===== config.mk =====
export PLATFORM = sky130hd
export DESIGN_NAME = core_mem_arbiter
export DESIGN_NICKNAME = d
export VERILOG_FILES = /design/src/rtl/core_mem_arbiter.sv
export SDC_FILE = /design/constraint.sdc
export NUM_CORES = 1
export LEC_CHECK = 0
export BUFFER_PORTS_ARGS = -buffer_cell sky130_fd_sc_hd__clkbuf_2
export CAP_MARGIN = 30
export CORE_UTILIZATION = 50
export DETAILED_ROUTE_END_ITERATION = 10
export PLACE_DENSITY_LB_ADDON = 0.1
export SETUP_SLACK_MARGIN = 0.3
export SLEW_MARGIN = 10
export SYNTH_ARGS = -nofsm -noshare
export SYNTH_HDL_FRONTEND = slang
export SYNTH_SLANG_ARGS = --single-unit

===== constraint.sdc =====
create_clock -name clk_i -period 4.2 [get_ports clk_i]
set_clock_uncertainty 0.1 [all_clocks]
set_input_delay 0.42 -clock clk_i [delete_from_list [all_inputs] [get_ports clk_i]]
set_output_delay 0.42 -clock clk_i [all_outputs]
set_load 0.01 [all_outputs]

===== src/rtl/core_mem_arbiter.sv =====
// Single-port memory arbiter serialising instruction fetches and data accesses onto one memory port.
// Define ARB_ROUND_ROBIN_EN for round-robin tie-breaking; otherwise data wins every tie.
module core_mem_arbiter #(
    parameter int DATA_WIDTH = 32,
    parameter int TIMEOUT    = 16
) (
    input  logic                  clk_i,
    input  logic                  rst_ni,
    input  logic                  inst_req_i,
    input  logic [DATA_WIDTH-1:0] inst_address_i,
    output logic [DATA_WIDTH-1:0] inst_o,
    output logic                  inst_valid_o,
    input  logic                  data_req_i,
    input  logic                  data_we_i,
    input  logic [DATA_WIDTH-1:0] data_address_i,
    input  logic [DATA_WIDTH-1:0] w_data_i,
    output logic [DATA_WIDTH-1:0] r_data_o,
    output logic                  data_valid_o,
    output logic                  acc_err_o,
    output logic                  mem_csn_o,
    output logic                  mem_we_o,
    output logic [DATA_WIDTH-1:0] mem_address_o,
    output logic [DATA_WIDTH-1:0] mem_wdata_o,
    input  logic [DATA_WIDTH-1:0] mem_rdata_i,
    input  logic                  mem_ready_i
);

    typedef enum logic [1:0] {
        IDLE,
        BUSY,
        DONE
    } state_e;

    localparam logic [7:0] TIMEOUT_CNT = 8'(TIMEOUT);

    state_e                  state_q, state_d;
    logic                    winner_data_q, winner_data_d;
    logic [7:0]              cnt_q, cnt_d;
    logic                    mem_csn_q, mem_csn_d;
    logic                    mem_we_q, mem_we_d;
    logic [DATA_WIDTH-1:0]   mem_address_q, mem_address_d;
    logic [DATA_WIDTH-1:0]   mem_wdata_q, mem_wdata_d;
    logic [DATA_WIDTH-1:0]   inst_q, inst_d;
    logic [DATA_WIDTH-1:0]   r_data_q, r_data_d;
    logic                    inst_valid_q, inst_valid_d;
    logic                    data_valid_q, data_valid_d;
    logic                    acc_err_q, acc_err_d;
    logic                    grant_data;
    logic                    any_req;

    assign any_req = inst_req_i | data_req_i;

`ifdef ARB_ROUND_ROBIN_EN
    logic last_grant_data_q, last_grant_data_d;

    // On a tie the port that did not win last time is served.
    assign grant_data = data_req_i & (~inst_req_i | ~last_grant_data_q);

    always_comb begin
        last_grant_data_d = last_grant_data_q;
        if (state_q == IDLE && any_req) begin
            last_grant_data_d = grant_data;
        end
    end

    always_ff @(posedge clk_i or negedge rst_ni) begin
        if (!rst_ni) begin
            last_grant_data_q <= 1'b1;
        end else begin
            last_grant_data_q <= last_grant_data_d;
        end
    end
`else
    assign grant_data = data_req_i;
`endif

    always_comb begin
        state_d       = state_q;
        winner_data_d = winner_data_q;
        cnt_d         = cnt_q;
        mem_csn_d     = mem_csn_q;
        mem_we_d      = mem_we_q;
        mem_address_d = mem_address_q;
        mem_wdata_d   = mem_wdata_q;
        inst_d        = inst_q;
        r_data_d      = r_data_q;
        inst_valid_d  = 1'b0;
        data_valid_d  = 1'b0;
        acc_err_d     = 1'b0;

        case (state_q)
            IDLE: begin
                if (any_req) begin
                    winner_data_d = grant_data;
                    mem_csn_d     = 1'b0;
                    mem_we_d      = grant_data & data_we_i;
                    mem_address_d = grant_data ? data_address_i : inst_address_i;
                    mem_wdata_d   = grant_data ? w_data_i : '0;
                    cnt_d         = 8'd0;
                    state_d       = BUSY;
                end
            end
            BUSY: begin
                // A late ready on the abort cycle still completes the access normally.
                if (mem_ready_i || cnt_q == TIMEOUT_CNT) begin
                    if (!winner_data_q) begin
                        inst_d = mem_ready_i ? mem_rdata_i : '0;
                    end else if (!mem_we_q) begin
                        r_data_d = mem_ready_i ? mem_rdata_i : '0;
                    end
                    acc_err_d    = ~mem_ready_i;
                    inst_valid_d = ~winner_data_q;
                    data_valid_d = winner_data_q;
                    mem_csn_d    = 1'b1;
                    state_d      = DONE;
                end else begin
                    cnt_d = cnt_q + 8'd1;
                end
            end
            DONE: begin
                state_d = IDLE;
            end
            default: begin
                state_d = IDLE;
            end
        endcase
    end

    always_ff @(posedge clk_i or negedge rst_ni) begin
        if (!rst_ni) begin
            state_q       <= IDLE;
            winner_data_q <= 1'b0;
            cnt_q         <= 8'd0;
            mem_csn_q     <= 1'b1;
            mem_we_q      <= 1'b0;
            mem_address_q <= '0;
            mem_wdata_q   <= '0;
            inst_q        <= '0;
            r_data_q      <= '0;
            inst_valid_q  <= 1'b0;
            data_valid_q  <= 1'b0;
            acc_err_q     <= 1'b0;
        end else begin
            state_q       <= state_d;
            winner_data_q <= winner_data_d;
            cnt_q         <= cnt_d;
            mem_csn_q     <= mem_csn_d;
            mem_we_q      <= mem_we_d;
            mem_address_q <= mem_address_d;
            mem_wdata_q   <= mem_wdata_d;
            inst_q        <= inst_d;
            r_data_q      <= r_data_d;
            inst_valid_q  <= inst_valid_d;
            data_valid_q  <= data_valid_d;
            acc_err_q     <= acc_err_d;
        end
    end

    assign inst_o        = inst_q;
    assign inst_valid_o  = inst_valid_q;
    assign r_data_o      = r_data_q;
    assign data_valid_o  = data_valid_q;
    assign acc_err_o     = acc_err_q;
    assign mem_csn_o     = mem_csn_q;
    assign mem_we_o      = mem_we_q;
    assign mem_address_o = mem_address_q;
    assign mem_wdata_o   = mem_wdata_q;

endmodule


Word-level counts from Yosys, hierarchy flattened
Cells that the tools add are included.
{ "op_classes": {"n_eq_ne": 5, "reduce_logical": 9, "n_bitwise": 5, "addsub": 1, "mux": 18} }
{ "ops": {"columns": ["op", "n"], "rows": [
  ["2-to-1 mux 32 bit", 3],
  ["2-to-1 mux 8 bit", 2],
  ["one-hot mux 8 bit (2 select lines)", 1],
  ["AND reduction 3 bit", 3],
  ["adder 8 x 1 -> 8 bit (second input constant)", 1],
  ["equality test 8 x 5 -> 1 bit (second input constant)", 1],
  ["2-to-1 mux 1 bit", 8],
  ["!= test 2 bit (second input constant)", 3],
  ["2-to-1 mux 2 bit", 2],
  ["one-hot mux 2 bit (2 select lines)", 1],
  ["AND reduction 2 bit", 2],
  ["AND reduction 4 bit", 1],
  ["inverter 1 bit", 3],
  ["equality test 2 x 1 -> 1 bit (second input constant)", 1],
  ["zero test 2 bit", 1],
  ["one-hot mux 1 bit (2 select lines)", 1],
  ["nonzero test 2 bit", 1],
  ["bitwise AND 1 bit", 1],
  ["logical OR 1 bit", 1],
  ["bitwise OR 1 bit", 1]
]} }
{ "word_totals": {"inputBits": 134, "output_inout_bits": 133, "elab_cells": 50, "reg_bits": 144} }

Depth between registers and ports, before layout
{ "depth": {"ltp_word": 4, "ltp_mapped": 8, "mapped_depth_nobuf": 7} }

Least setup slack after synthesis
Ideal clock, no wire load.
{ "synth_timing": {"path_type": "flip-flop to flip-flop", "startpoint": "register cnt_q[0]", "endpoint": "register cnt_q[7]", "arrival_ps": 1584, "path_stages_with_launch": 8, "period_less_slack_ps": 1811, "setup_slack_ps": 2389, "n_path_buf": 1, "cell_sequence": "dfrtp_1 inv_1 ha_1 nand4bb_4 o211ai_4 and2_1 buf_6 a221o_2"} }
{ "synth_via": {"elab_chain_len": 4, "elab_cells_between_ends": 7, "cone_classes": "1 x add/sub; 2 x eq/ne; 2 x mux; 2 x reduce/logical"} }
{ "synth_rtl": {"columns": ["element", "line", "text"], "rows": [
  ["start: declaration", "38", "logic [7:0] cnt_q, cnt_d;"],
  ["start signal: assignment", "146", "cnt_q <= cnt_d;"],
  ["parallel branches: the longest is 4 deep, another holds adder 8 x 1 -> 8 bit", null, null]
]} }
Parallel ways; which one is timed is not known. The select of a mux whose other input is x is not followed.
A chain may end at the register's enable or synchronous reset.

Worst setup path in the final report
{ "layout_timing": {"startpoint": "register winner_data_q", "endpoint": "register r_data_q[27] (netlist: r_data_o[27])"} }
{ "layout_via": {"elab_chain_len": 1} }
{ "layout_rtl": {"columns": ["element", "line", "text"], "rows": [
  ["start: declaration", "37", "logic winner_data_q, winner_data_d;"],
  ["start signal: assignment", "145", "winner_data_q <= winner_data_d;"],
  ["AND reduction 4 bit (no line)", null, null],
  ["end signal: assignment", "152", "r_data_q <= r_data_d;"],
  ["end: declaration", "44", "logic [DATA_WIDTH-1:0] r_data_q, r_data_d;"]
]} }
No other way between the ends.

==> key figures <==
Clocking
  – CTS clock-pin slew for the worst setup and hold paths: 60 ps
  – H-Tree Level Count: 4
  – CTS tree: yes
  – Post-CTS Setup Inserts: 0
  – Worst-skew pair later-pin latency: 400 ps
  – Clk sink count: 144
  – Clock buffer depth: 2
  – CTS Buf Count: 17
  – Root Buffer: clkbuf_16

STA
  – RSZ-0062 raised after global routing: no
  – Rel. slew slack: 49.2%
  – Slew Limit Fails: 0
  – Final Critical Period: 2130 ps
  – Final Hold Vio Count: 0
  – Slew at the pin closest to its max-slew limit: 761 ps
  – Setup violators final: 0
  – Total Neg Setup Slack: 0 ps
  – Highest clock rate: 0.469 GHz
  – Crit share post-route: 50.8%

Yosys
  – Distinct cells, synth: 44
  – Top cell type's share of synthesized area: 62.3%
  – Most frequent cell after synthesis: dfrtp_1
  – Synth Instances: 435
  – Most used flip-flop cell after synthesis: dfrtp_1
  – EDFF count, synth: 0
  – Number of synthesized register bits: 144
  – Post-Syn Nets: 571
  – Cell taking the most area after synthesis: dfrtp_1
  – Post-synth ARST share: 100%
  – Register area share after synthesis: 62.8%
  – Mapped Area: 5740 um2
  – Ranking of synthesized cells by area: dfrtp_1 62%, a32o_1 11%, mux2i_1 5.6%, a22o_1 5.0%, o21ai_0 3.1%
  – Average cell area after synthesis: 13.2 um2
  – Post-synth top cells: 143 x dfrtp_1, 64 x a32o_1, 36 x o21ai_0
  – Synth warn: 0

Die
  – Core area: 11,000 um2
  – Initial Utilization: 52.1%
  – Rows: 38
  – DIE AREA: 11,900 um2
  – I/O pins: 267
  – Die width: 109 um
  – Die height: 109 um

Place
  – Port bufs: 266
  – Hpwl dp: 10.1 mm
  – Placed cell areas: 7210 um2
  – GPL Wtd Cong: 0.773
  – Placed instance count: 813

Routing
  – DRT antenna net count: 0
  – Via density: 5.60
  – 1st-pass router iterations: 6
  – DR WL/cell: 16.9 um
  – Vias: 4,740
  – DRT iter0 DRCs: 293
  – Drt total wl: 14.3 mm
  – Remaining DRCs: 0

Critical path
  – Most used cell, CP: buf_4
  – CP Launch Type: flip-flop
  – CP Capture Type: flip-flop
  – Slowest cell on the critical path: dfrtp_1
  – Setup CP Type: flip-flop to flip-flop
  – WP buf/inv: 4
  – Crit path largest cell delay: 390 ps
  – Crit-path max FO: 34
  – CP required: 4380 ps
  – Cell family with most CP delay: buffers and inverters
  – Critical path cell sequence: clkinv_1, buf_4, nor2_2, buf_4, o211ai_2, buf_4, a32o_1
  – Arr. time, crit path: 2310 ps

Layout
  – Util after Layout: 71.1%
  – Register area: 3600 um2
  – Area growth syn-to-layout: 36.6%
  – Area occupied by multi-input gates: 1960 um2
  – Layout filler cell count: 821
  – Layout Nets: 830
  – Non-filler cells, final: 847
  – Share of layout cells above drive strength 1: 46.0%
  – Post-route cell area: 7850 um2
  – ANT cells: 0

Global route
  – Initial antenna violation count: 0
  – Grt met1 use: 31.0%
  – Largest net degree at the start of global routing: 90
  – Met2 Track Usage GR: 42.5%
  – GR Layer Usage met3: 5.02%
  – Number of global-route vias before repair: 4,609
  – First-pass GRT wire length: 22.5 mm
  – Gr busiest metal: met2
  – GR Overflow Total: 0
  – Total GRT Usage: 24.8%

Power
  – LEAKAGE: 4.06 nW
  – Int Pwr: 3.94 mW
  – Flop pwr share: 38.7%
  – Clock power frac: 24.7%
  – Psw: 2.19 mW
  – Total Power: 6.14 mW
  – Comb pwr share: 36.6%
  – Worst IR Drop VDD: 0.000441 V
  – Pwr dens: 782 nW/um2
  – Switching share of power: 35.8%

Min path
  – Worst min path class: input port to flip-flop

Flow run
  – Max-Cap Viols: 0

Run status
  – Status: finished clean
[path summary, 6_finish.rpt]
kind | startpoint | to | depth (start not counted) | slack (ps)
max | winner_data_q | r_data_o[27] | 7 | 2070
min | w_data_i[22] | mem_wdata_o[22] | 2 | 140
max reg2reg | winner_data_q | r_data_o[27] | 7 | 2070
min reg2reg | mem_address_o[20] | mem_address_o[20] | 2 | 380
max in group asynchronous | rst_ni | mem_csn_o | 3 | 2880
min in group asynchronous | rst_ni | r_data_o[19] | 2 | 360
[stage by stage]
stage	setup WS, ps	hold slack [ps]
final	2070	136
after global placement	1590	363
after floorplan	2390	24.4
after detailed placement	1720	224
after global routing	1970	128
after CTS	2060	124
[registers in the layout (all words and copies together) (netlist names)]
signal and cells:
acc_err_o 1, cnt_q 8, data_valid_o 1, inst_o 32, inst_valid_o 1, mem_address_o 32, mem_csn_o 1, mem_wdata_o 32
mem_we_o 1, r_data_o 32, state_q 2, winner_data_q 1
[worst reg2reg max path, stage by stage, from the launching register on]
cell	delay (ps)
dfrtp_1	390
clkinv_1	70
buf_4	260
nor2_2	150
buf_4	360
o211ai_2	150
buf_4	270
a32o_1	270
[power groups by stage]
| stage | combinational [mW] | clock (mW) | sequential, mW |
|---|---|---|---|
| finish | 2.25 | 1.52 | 2.38 |
| global route | 2.46 | 1.61 | 2.46 |
| CTS | 2.28 | 1.54 | 2.38 |
| detailed placement | 2.28 | 0 | 2.38 |
| global placement | 2.18 | 0 | 2.36 |
| floorplan | 1.01 | 0 | 2.63 |
[final cells by class]
type | instances | area share [%]
sequential | 144 | 45.9
multi-input combinational | 246 | 25.0
timing repair buffer | 278 | 18.7
clock buffer | 20 | 5.69
tap | 140 | 2.23
clock inverter | 12 | 2.03
inverter | 7 | 0.367
[cell families after synthesis]
kind of cell               Yosys count  synth area share [%]
xor gates and xnor gates             1                 0.153
adders and majority gates            2                 0.436
and+or+nand+nor                     62                  5.51
muxes                               32                  5.58
AOI/OAI and AO/OA                  149                  22.1
DFF                                144                  62.8
buffers and inverters               45                  3.44
[layout by cell type, fill, tap and decap left out, drive strengths merged, types with 2 or more instances in the layout]
cell type	count
clkbuf	285
dfrtp	143
a32o	64
o21ai	37
nand2	35
a22o	34
mux2i	32
buf	12
inv	8
nor2	6
and2	5
nand3	5
clkinvlp	5
bufinv	3
o211ai	3
clkinv	3
nor3	2
a21o	2
ha	2
a221o	2
[metal layers]
metal / up-vias / wire length, um
met4: 0 / 291
met1: 2328 / 5770
met2: 203 / 7340
met5: - / 0
met3: 23 / 950
li1: 2186 / -
[what timing repair did]
action,4_1_cts,5_1_grt
hold endpoints to repair,30,0
gates resized for setup,0,0
hold buffers,1,0
(Power assumes the default switching activity.)
